<file path="src/rtl/count_seq_arb.sv">
// count_seq_arb: round-robin sequencer that owns the load/data/direction pins of a shared up/down counter
module count_seq_arb #(
  parameter int WIDTH = 4
) (
  input  logic             clock,
  input  logic             resetn,
  input  logic [1:0]       req_valid,
  output logic [1:0]       req_ready,
  input  logic [WIDTH-1:0] req_start0,
  input  logic [WIDTH-1:0] req_start1,
  input  logic [WIDTH-1:0] req_target0,
  input  logic [WIDTH-1:0] req_target1,
  input  logic [1:0]       req_dir,
  output logic [1:0]       done,
  output logic             busy,
  input  logic [WIDTH-1:0] count,
  output logic [WIDTH-1:0] data_in,
  output logic             load,
  output logic             up_down
);
  typedef enum logic [1:0] {IDLE, LOAD, RUN} state_t;
  state_t state_q, state_d;
  logic [WIDTH-1:0] start_q, start_d, target_q, target_d, hold_q, hold_d;
  logic dir_q, dir_d, id_q, id_d, rr_q, rr_d;
  logic [1:0] done_q, done_d, gnt;
  assign gnt = &req_valid ? (rr_q ? 2'b01 : 2'b10) : req_valid;
  assign req_ready = (state_q == IDLE) ? gnt : 2'b00;
  assign busy = state_q != IDLE;
  assign done = done_q;
  // next state and counter control; the counter has no enable, so idle parks it by reloading hold_q
  always_comb begin
    state_d = state_q;
    start_d = start_q;
    target_d = target_q;
    hold_d = hold_q;
    dir_d = dir_q;
    id_d = id_q;
    rr_d = rr_q;
    done_d = 2'b00;
    load = 1'b1;
    data_in = hold_q;
    up_down = 1'b1;
    unique case (state_q)
      IDLE: if (|gnt) begin
        start_d = gnt[1] ? req_start1 : req_start0;
        target_d = gnt[1] ? req_target1 : req_target0;
        dir_d = gnt[1] ? req_dir[1] : req_dir[0];
        id_d = gnt[1];
        rr_d = gnt[1];
        state_d = LOAD;
      end
      LOAD: begin
        data_in = start_q;
        up_down = dir_q;
        state_d = RUN;
      end
      RUN: begin
        data_in = target_q;
        up_down = dir_q;
        load = count == target_q;
        if (count == target_q) begin
          hold_d = target_q;
          done_d = id_q ? 2'b10 : 2'b01;
          state_d = IDLE;
        end
      end
      default: state_d = IDLE;
    endcase
  end
  // state registers; reset discards any in-flight command and gives requester 0 the first tie
  always_ff @(posedge clock or negedge resetn) begin
    if (!resetn) begin
      state_q <= IDLE;
      start_q <= '0;
      target_q <= '0;
      hold_q <= '0;
      dir_q <= 1'b1;
      id_q <= 1'b0;
      rr_q <= 1'b1;
      done_q <= 2'b00;
    end else begin
      state_q <= state_d;
      start_q <= start_d;
      target_q <= target_d;
      hold_q <= hold_d;
      dir_q <= dir_d;
      id_q <= id_d;
      rr_q <= rr_d;
      done_q <= done_d;
    end
  end
endmodule

</file>
<file path="config.mk">
export PLATFORM = sky130hd
export DESIGN_NAME = count_seq_arb
export DESIGN_NICKNAME = d
export VERILOG_FILES = /design/src/rtl/count_seq_arb.sv
export SDC_FILE = /design/constraint.sdc
export NUM_CORES = 1
export LEC_CHECK = 0
export BUFFER_PORTS_ARGS = -buffer_cell sky130_fd_sc_hd__buf_2
export CORE_MARGIN = 2
export CORE_UTILIZATION = 45
export CTS_BUF_LIST = sky130_fd_sc_hd__clkbuf_4
export DETAILED_ROUTE_END_ITERATION = 12
export PLACE_DENSITY = 0.78
export SYNTH_ARGS = -nofsm -noshare
export SYNTH_HDL_FRONTEND = slang
export SYNTH_SLANG_ARGS = --single-unit
</file>
<file path="constraint.sdc">
create_clock -name clock -period 1.45 [get_ports clock]
set_input_delay 0.0725 -clock clock [delete_from_list [all_inputs] [get_ports clock]]
set_output_delay 0.0725 -clock clock [all_outputs]
set_load 0.005 [all_outputs]
</file>
Yosys cells after proc, flatten, opt, wreduce, memory -nomap -nowiden
Index checks and enable logic that the tools add are counted.

Equality and inequality tests: 5. Reductions and logical operators: 8. Multiplexer cells: 15.

Operators with widths (count): 2-bit 2-to-1 mux (8); 4-bit 2-to-1 mux (2); 4-bit case mux with 2 select lines (1); 2-bit AND reduction (4); 2-bit case mux with 3 select lines (1); 4-bit equality test (1); 2-bit OR reduction (2); 1-bit 2-to-1 mux (3); 2-bit by 1-bit equality test with 1-bit output, second input constant (1); 2-bit equality test, second input constant (1); 2-bit zero test (1); 2-bit by 1-bit != test with 1-bit output, second input constant (1); 2-bit != test, second input constant (1); 2-bit nonzero test (1).

Logic and storage cells: 36. Bits in registers: 19. Output and inout port bits: 11. Bits of input ports: 26.

Depth between registers and ports, before layout
Gate-level depths: netlist of the first run.

Depth after elaboration: 5. Gate-level depth with buffers: 6.

Worst setup path after synthesis of the first run
Ideal clock, no wire load.

Path type: register -> register. Start point: register state_q[0]. End point: register state_q[1]. Data arrival time: 1.377 ns. Library setup time: 0.120 ns. Path buffers: 0. Path slack: -0.047 ns. Cell stages (with the launch flop): 6. Clock period less this slack: 1.497 ns. Cells stage by stage: dfrtp_1 > inv_1 > ha_1 > inv_1 > or3_1 > a31o_1.

Longest elaborated chain between the ends: 3.

Ends and longest elaborated chain: start, declared (RTL line 22) `state_t state_q, state_d;`; start signal, assigned (RTL line 82) `state_q <= state_d;`; 2-bit equality test or 2-bit zero test (tied branches) (RTL line 43) `unique case (state_q)`; 2-bit != test (no line) or 2-bit by 1-bit != test with 1-bit output (tied branches); 2-bit AND reduction (no line).

Several ways; a longest one is shown, not always the timed one. A chain may end at the register's enable or synchronous reset.

Worst setup path after layout of the first run
Start point: register state_q[1]. End point: output port data_in[1].

Longest elaborated chain between the ends: 2.

Ends and longest elaborated chain: 2-bit equality test or 2-bit by 1-bit equality test with 1-bit output (tied branches) (RTL line 43); 4-bit case mux with 2 select lines (*) (RTL line 43); end, declared (RTL line 17) `output logic [WIDTH-1:0] data_in,`.

Every way passes the cells marked *; elsewhere a longest branch is shown, timed or not.

==> results of run 1 <==
how the worst max path moves through the flow:
stage                            start                       to  slack, ps  cells after the start
5_1_grt         state_q[1]$_DFFE_PN0P_               data_in[0]       -180                      6
3_5_place_dp    state_q[1]$_DFFE_PN0P_  target_q[3]$_DFFE_PN0P_        -40                      4
3_3_place_gp   target_q[0]$_DFFE_PN0P_    hold_q[3]$_DFFE_PN0P_        -30                      4
6_report        state_q[1]$_DFFE_PN0P_               data_in[1]       -120                      6
2_1_floorplan  target_q[0]$_DFFE_PN0P_   state_q[1]$_DFFE_PN0P_          3                      4
4_1_cts         state_q[1]$_DFFE_PN0P_               data_in[0]        -80                      6
layout make-up:
type	count	area, um2	area share
Inverter	5	18.8	0.0119
Timing Repair Buffer	57	378	0.239
Sequential cell	19	478	0.303
Clock inverter	1	5.00	0.00317
Clock buffer	3	22.5	0.0143
Multi-Input combinational cell	70	642	0.406
Tap cell	28	35.0	0.0222
kinds of logic (layout without fill, tap and decap cells):
logic type               after synthesis  in the layout  share of synthesized area
XOR/XNOR                               4              4                     0.0347
AO/OA/AOI/OAI                         28             28                      0.181
multiplexers                          13             13                      0.134
buffers and inverters                  8             66                     0.0310
adder cells (fa/ha/maj)                4              4                     0.0496
AND/OR/NAND/NOR                       21             21                     0.0967
flip-flops                            19             19                      0.473
stage by stage:
stage               hold WS [ps]  power, W  worst slack (ps)
finish                      48.9   0.00330              -121
global route                54.4   0.00353              -183
CTS                         12.4   0.00308             -77.1
detailed placement          31.9   0.00248             -43.7
global placement            21.9   0.00238             -26.6
floorplan                   -223   0.00181              3.45
registers in the layout, indices dropped and copies added (netlist names):
| signal | cells |
|---|---|
| dir_q | 1 |
| rr_q | 1 |
| target_q | 4 |
| start_q | 4 |
| state_q | 2 |
| done | 2 |
| id_q | 1 |
| hold_q | 4 |
per-layer routing:
layer	up-vias	global-route usage
li1	451	-
met1	442	0.284
met2	24	0.385
met3	4	0.0175
met4	0	0.132
met5	-	0
critical path, delay by kind of cell (launching register included):
| kind | cells | cell delay [ps] |
|---|---|---|
| buffers and inverters | 3 | 330 |
| adders and majority gates | 1 | 180 |
| DFF | 1 | 440 |
| AOI/OAI and AO/OA | 2 | 250 |
power by group:
part | internal [W] | total, W | switching, W
registers | 0.000786 | 0.000971 | 0.000185
logic | 0.00106 | 0.00206 | 0.000999
clock network | 0.000103 | 0.000271 | 0.000168
cell usage in the layout, fill, tap and decap left out, types with 3 or more instances in the layout:
cell      instances
o21ai_0           9
mux2i_1           9
buf_6             6
buf_2            35
a21oi_1           3
clkbuf_4          3
ha_4              3
nand2_1           9
inv_2             3
xor2_2            3
buf_4            14
nor2_1            4
mux2_2            4
a22oi_2           4
dfrtp_1          17
a21oi_2           5
repair_timing:
action	4_1_cts	5_1_grt
buffers inserted	8	1
setup endpoints to repair	21	18
hold buffers	1	0
pin swaps	15	7
endpoints found under the hold margin	17	0
gates resized for setup	20	14
==> flow_summary.json, run 1 <==
{
  "synth_seq_area_share": 0.473,
  "top_layer_used": "met4",
  "cp-start-kind": "flop",
  "vias_per_cell": 5.03,
  "die-area_mm2": 0.00264,
  "crit_slowest_cell": "dfrtp_1",
  "clock-sinks": 19,
  "rr_startpoint": "target_q[0]$_DFFE_PN0P_",
  "root_buffer": "clkbuf_4",
  "synth_nets": 127,
  "layout_min_cycle_time_ps": 1570,
  "grt.overflow.total": 0,
  "wl_met1_mm": 1.11,
  "drv_slew": 0,
  "design.core.area_mm2": 0.00217,
  "cts_max_level": 1,
  "worstMarginPinSlew_ps": 437,
  "wl_met3_um": 100,
  "numPortBuffers": 36,
  "dr.pass1.iters": 4,
  "cp_data_arrival_time_ps": 1500,
  "rows": 17,
  "grt_max_degree": 20,
  "final_cells": 183,
  "final-hold-violation-count": 0,
  "die_height_um": 51.4,
  "drv_cap": 0,
  "clock_path_buffers": 2,
  "initial_core_util": 0.465,
  "ir_worst_vdd_mv": 1.09,
  "final.setup.tns_ps": -688,
  "cp-end-kind": "output port",
  "grt_pass1_vias": 946,
  "num_vias": 921,
  "hold_end": "start_q[3]$_DFFE_PN0P_",
  "insertion_delay_ps": 300,
  "path_class": "reg -> out",
  "max_freq_ghz": 0.637,
  "ant_nets": 0,
  "cts-buffers-inserted": 3,
  "synthFlopType": "dfrtp_1",
  "status": "finished, violations left",
  "synth_enable_flop_cells": 0,
  "fin_util": 0.728,
  "skew_ps": 5.21,
  "synth_area_mm2": 0.00101,
  "setup_violations": 11,
  "place_area_mm2": 0.00132,
  "avgSynthCellArea_um2": 10.4,
  "hp-start": "req_start0[3]",
  "hold_depth": 3,
  "cts_tree": "built",
  "yosys_register_bits": 19,
  "hpwl_mm": 1.79,
  "hold_class": "in -> reg",
  "grt_pass1_wl_mm": 4.33,
  "yosysMostFrequentCell": "dfrtp_1",
  "final_nets": 186,
  "die_w_um": 51.4,
  "worst_slack_ps": -121,
  "reg2regPathDepth": 5,
  "ys_types": 25,
  "drt_iter0_markers": 13,
  "grt_use_total": 0.227,
  "netlist_instances": 97,
  "antenna_cells": 0,
  "p_leak_nw": 0.759,
  "r2r_slack_ps": -60,
  "required_ps": 1380,
  "yosys_warnings": 0,
  "fin_crit_sh": 1.08,
  "antenna_found_initial": 0,
  "slowest_delay_ps": 440,
  "place_inst": 169,
  "totalWireLength_mm": 2.61,
  "max_slew_margin": 0.708,
  "violations": "negative setup slack",
  "drive_gt1_frac": 0.606,
  "async_reset_ff_frac": 1.00,
  "r2r_end": "state_q[1]$_DFFE_PN0P_",
  "io_pins": 37,
  "routabilityCongestion": 0.803,
  "netlist_top_cells_count": "17 x dfrtp_1, 10 x nand2_1, 9 x a21oi_1, 9 x mux2i_1, 9 x o21ai_0",
  "flow.area_growth_from_synthesis_pct": 56.4,
  "powerDensity_mw_per_mm2": 2090,
  "postLayoutCellArea_mm2": 0.00158,
  "grt_setup_unrepaired": "true",
  "drc_errors": 0,
  "wl_per_cell_um": 14.3,
  "nFillCells": 155,
  "synth.largest_area_cell": "dfrtp_1",
  "clk_pin_slew_worst_paths_ps": 110,
  "synth_top_area_share": 0.421,
  "wl_met2_mm": 1.36,
  "crit_path_max_fanout": 4,
  "synth_area_leaders": "dfrtp_1 42%, mux2i_1 8.9%, dfstp_2 5.2%, ha_1 5.0%, a21oi_1 4.5%",
  "crit_chain": "inv_2 -> buf_6 -> ha_4 -> a22oi_2 -> a21oi_1 -> buf_2"
}
Power figures use the tool's default switching activity.
==> inputs of run 2 (changes only) <==
MAX_ROUTING_LAYER = met4   (was not set)
==> run 2 against run 1 <==
The flow still finishes with violations (negative setup slack). Sequential cell count did not move. Non-clock buffer count unchanged. Critical path depth is the same. Clock-buffer cell count stayed put. Critical endpoint unchanged. Clock power about the same. Largest cell class unchanged.
==> flow_summary.json, run 2 (synthesis gave the netlist of run 1 again) <==
{
  "powerDensity_mw_per_mm2": 2100,
  "worst_slack_ps": -122,
  "num_vias": 927,
  "cts_max_level": 1,
  "crit_slowest_cell": "dfrtp_1",
  "routabilityCongestion": 0.815,
  "skew_ps": 4.11,
  "grt_pass1_wl_mm": 4.31,
  "cp_data_arrival_time_ps": 1500,
  "drc_errors": 0,
  "clk_pin_slew_worst_paths_ps": 110,
  "flow.area_growth_from_synthesis_pct": 56.4,
  "io_pins": 37,
  "final-hold-violation-count": 0,
  "grt_max_degree": 20,
  "ir_worst_vdd_mv": 1.10,
  "die_w_um": 51.4,
  "cp-end-kind": "output port",
  "drv_cap": 0,
  "die_height_um": 51.4,
  "status": "finished, violations left",
  "totalWireLength_mm": 2.62,
  "initial_core_util": 0.465,
  "ant_nets": 0,
  "mostFrequentLayoutCells": "35 x buf_2, 17 x dfrtp_1, 14 x buf_4",
  "fin_crit_sh": 1.08,
  "multi_input_area_um2": 642,
  "drive_gt1_frac": 0.606,
  "root_buffer": "clkbuf_4",
  "cp-start-kind": "flop",
  "final_nets": 186,
  "reg2regPathDepth": 5,
  "nFillCells": 155,
  "setup_violations": 11,
  "wl_per_cell_um": 14.3,
  "slowest_delay_ps": 440,
  "mostFrequentLayoutCell": "buf_2",
  "dr.pass1.iters": 4,
  "top_regs": "hold_q: 4 flops, start_q: 4 flops, target_q: 4 flops",
  "numPortBuffers": 36,
  "antenna_found_initial": 0,
  "total_power_w": 0.00331,
  "layout_min_cycle_time_ps": 1570,
  "hold_class": "in -> reg",
  "p_leak_nw": 0.759,
  "clock-sinks": 19,
  "cts-buffers-inserted": 3,
  "hold_depth": 3,
  "path_class": "reg -> out",
  "max_slew_margin": 0.710,
  "grt.overflow.total": 0,
  "drt_iter0_markers": 10,
  "grt_setup_unrepaired": "true",
  "violations": "negative setup slack",
  "insertion_delay_ps": 300,
  "vias_per_cell": 5.07,
  "max_freq_ghz": 0.636,
  "drv_slew": 0,
  "die-area_mm2": 0.00264,
  "crit_chain": "inv_2 -> buf_6 -> ha_4 -> a22oi_2 -> a21oi_1 -> buf_2",
  "required_ps": 1380,
  "rows": 17,
  "design.core.area_mm2": 0.00217,
  "crit_path_max_fanout": 4,
  "antenna_cells": 0,
  "clock_path_buffers": 2,
  "regArea_um2": 478,
  "hpwl_mm": 1.79,
  "grt_pass1_vias": 950,
  "cts_tree": "built",
  "worstMarginPinSlew_ps": 434,
  "hold_ws_ps": 48.7,
  "grt_use_total": 0.232
}
## run 2: cell counts in the layout (fill, tap and decap cells not counted)
Identical to the previous run, type by type.
## run 2: timing repair
| item | CTS | global route |
|---|---|---|
| endpoints found under the setup margin | 21 | 18 |
| gates resized for setup | 20 | 14 |
| hold endpoints to repair | 17 | 0 |
| setup buffers | 8 | 1 |
| pin swaps | 15 | 7 |
| gates cloned | 0 | 0 |
| hold buffers | 1 | 0 |
## run 2: final timing paths
path / slack (ps) / start / to
worst max-delay path: -120 / state_q[1]$_DFFE_PN0P_ / data_in[1]
worst min-delay path: 50 / req_start0[3] / start_q[3]$_DFFE_PN0P_
worst max register to register: -60 / target_q[0]$_DFFE_PN0P_ / state_q[1]$_DFFE_PN0P_
worst min register to register: 440 / id_q$_DFFE_PN0P_ / done[0]$_DFF_PN0_
max in group asynchronous: 870 / resetn / rr_q$_DFFE_PN1P_
min in group asynchronous: 250 / resetn / start_q[0]$_DFFE_PN0P_
## run 2: worst max-delay path: cells and delay by family (launching register included)
| family | cells | cell delay (ps) |
|---|---|---|
| flip-flops | 1 | 440 |
| buffers and inverters | 3 | 340 |
| AO/OA/AOI/OAI | 2 | 250 |
| adder cells (fa/ha/maj) | 1 | 180 |
## run 2: routing by layer
metal / share of wire / vias up / track usage
li1: - / 451 / -
met1: 0.42 / 442 / 0.280
met2: 0.51 / 30 / 0.385
met3: 0.048 / 4 / 0.0175
met4: 0.016 / 0 / 0.132
met5: 0 / - / -
## run 2: power by group
group | total, W | leakage, nW | internal [W] | switching (W)
Sequential | 0.000971 | 0.237 | 0.000786 | 0.000184
Combinational | 0.00207 | 0.503 | 0.00106 | 0.00100
Clock | 0.000273 | 0.0177 | 0.000103 | 0.000170
Total | 0.00331 | 0.759 | 0.00195 | 0.00136
## run 2: area by class of cell
class / instances / area share
well taps: 28 / 0.0222
inverters: 5 / 0.0119
clock buffers: 3 / 0.0143
repair buffers: 57 / 0.239
flip-flops and latches: 19 / 0.303
clock inverters: 1 / 0.00317
multi-input cells: 70 / 0.406
## run 2: per-stage QoR
step / TNS, ps / worst slack (ps) / std cells / instance area (um2) / utilization
2_1_floorplan: 0 / 3.45 / 97 / 1020 / -
3_5_place_dp: -235 / -43.7 / 169 / 1320 / 0.608
3_3_place_gp: -92.3 / -26.6 / 169 / 1320 / 0.608
6_report: -697 / -122 / 183 / 1580 / 0.728
4_1_cts: -483 / -77.1 / 182 / 1510 / 0.697
5_1_grt: -1580 / -183 / 183 / 1580 / 0.728
==> inputs of run 3 (changes only) <==
CORE_UTILIZATION = 47   (was 45)
SETUP_SLACK_MARGIN = 0.05   (was not set)
clock period = 1.8 ns   (was 1.45 ns; I/O delays follow)
==> run 3 against run 2 <==
First-iteration DRC count rose by 70%. Core utilization fell by 8.0 points. Largest power group unchanged. Clock power fell by 18%. Clock skew rose by 0.71 ps. Global-route usage fell by 2.6 points. Cell area fell by 18%. The run now ends clean. Critical endpoint unchanged. Sequential power fell by 18%. Largest cell class unchanged. Register-to-register slack improved by 200 ps. Critical path depth fell by 1.
==> flow_summary.json, run 3 (synthesis gave the netlist of run 1 again) <==
{
  "status": "finished, final reports clean",
  "ant_nets": 0,
  "use_met1": 0.233,
  "numPortBuffers": 36,
  "top_regs": "hold_q: 4 flops, start_q: 4 flops, target_q: 4 flops",
  "clk_pin_slew_worst_paths_ps": 110,
  "die-area_mm2": 0.00254,
  "required_ps": 1710,
  "rows": 16,
  "cp-end-kind": "output port",
  "worstMarginPinSlew_ps": 413,
  "cts_tree": "built",
  "design.core.area_mm2": 0.00200,
  "die_height_um": 50.4,
  "grt.overflow.total": 0,
  "slowest_delay_ps": 430,
  "dr.pass1.iters": 4,
  "p_leak_nw": 0.648,
  "cp_data_arrival_time_ps": 1580,
  "crit_chain": "inv_1 -> ha_1 -> a22oi_1 -> a21oi_1 -> buf_2",
  "grt_use_met3": 0.0327,
  "grt_use_total": 0.206,
  "final-hold-violation-count": 0,
  "total_power_w": 0.00213,
  "ir_worst_vdd_mv": 0.892,
  "hpwl_mm": 1.67,
  "clock_path_buffers": 2,
  "wl_per_cell_um": 13.7,
  "cp-start-kind": "flop",
  "grt_max_degree": 20,
  "flow.area_growth_from_synthesis_pct": 28.4,
  "grt_pass1_wl_mm": 3.75,
  "layout_min_cycle_time_ps": 1670,
  "reg2regPathDepth": 5,
  "io_pins": 37,
  "crit_path_max_fanout": 4,
  "r2r_end": "state_q[1]$_DFFE_PN0P_",
  "critPathCapture": "data_in[1]",
  "grt_use_met2": 0.360,
  "rr_startpoint": "state_q[0]$_DFFE_PN0P_",
  "drc_errors": 0,
  "final_nets": 169,
  "multi_input_area_um2": 526,
  "antenna_found_initial": 0,
  "clock-sinks": 19,
  "mostFrequentLayoutCells": "36 x buf_2, 17 x dfrtp_1, 10 x nand2_1",
  "regArea_um2": 478,
  "insertion_delay_ps": 300,
  "vias_per_cell": 5.16,
  "max_freq_ghz": 0.599,
  "crit_path_start": "state_q[1]$_DFFE_PN0P_",
  "grt_pass1_vias": 809,
  "drive_gt1_frac": 0.391,
  "initial_core_util": 0.504,
  "drv_cap": 0,
  "max_slew_margin": 0.725,
  "cts-buffers-inserted": 3,
  "skew_ps": 4.82,
  "grt.busiest_layer": "met2",
  "drt_iter0_markers": 17,
  "path_class": "reg -> out",
  "fin_crit_sh": 0.928,
  "root_buffer": "clkbuf_4",
  "mostFrequentLayoutCell": "buf_2",
  "hold_ws_ps": 2.39,
  "cts_max_level": 1,
  "final.setup.tns_ps": 0,
  "r2r_slack_ps": 140,
  "totalWireLength_mm": 2.25,
  "fin_util": 0.648,
  "drv_slew": 0,
  "nFillCells": 190,
  "num_vias": 851,
  "powerDensity_mw_per_mm2": 1640,
  "routabilityCongestion": 0.816,
  "setup_violations": 0,
  "postLayoutCellArea_mm2": 0.00130,
  "hold_class": "in -> reg",
  "die_w_um": 50.4,
  "antenna_cells": 0,
  "grt_setup_unrepaired": "true",
  "crit_slowest_cell": "dfrtp_1",
  "place_area_mm2": 0.00123
}
[run 3: cell count changes in the layout (fill, tap and decap cells not counted), sizes merged]
| cell | change |
|---|---|
| buf | -17 |
[run 3: metrics by stage]
stage	worst slack [ps]	instances
floorplan	303	97
global placement	284	159
detailed placement	157	159
CTS	72.5	164
global route	28.9	165
finish	129	165
[run 3: cell type report]
| class | count | area share |
|---|---|---|
| clock buffer | 3 | 0.0174 |
| clock inverter | 1 | 0.00386 |
| inverter | 5 | 0.0145 |
| multi-input combinational | 70 | 0.405 |
| sequential | 19 | 0.369 |
| tap | 27 | 0.0261 |
| timing repair buffer | 40 | 0.164 |
[run 3: metal layers]
layer / wire length (um) / vias to the layer above
met4: 58 / 0
met3: 95 / 9
met5: 0 / -
met1: 921 / 392
met2: 1180 / 29
li1: - / 421
[run 3: worst min-delay path by stage]
stage | from | to | slack, ps | depth (start not counted)
final | req_valid[0] | rr_q$_DFFE_PN1P_ | 2 | 2
after global routing | req_valid[0] | rr_q$_DFFE_PN1P_ | 6 | 2
after CTS | req_valid[0] | rr_q$_DFFE_PN1P_ | 10 | 2
after detailed placement | resetn | start_q[0]$_DFFE_PN0P_ | 50 | 1
after global placement | resetn | start_q[0]$_DFFE_PN0P_ | 50 | 1
after floorplan | resetn | done[0]$_DFF_PN0_ | -210 | 0
[run 3: where the power goes]
part           leakage (nW)  switching, W  total, W  internal (W)
Clock                0.0177      0.000141  0.000224     0.0000830
Sequential            0.237      0.000159  0.000792      0.000634
Combinational         0.393      0.000589   0.00111      0.000521
Total                 0.648      0.000888   0.00213       0.00124
[run 3: critical path: cells and delay by family, from the launching register on]
family	cells	cell delay [ps]
buffers and inverters	2	300
adders and majority gates	1	270
DFF	1	430
AOI/OAI and AO/OA	2	270
[run 3: timing repair]
action | CTS | global route
setup endpoints to repair | 1 | 6
endpoints found under the hold margin | 17 | 0
setup buffers | 0 | 1
hold buffers | 1 | 0
resized for setup | 1 | 3
pin swaps | 0 | 1
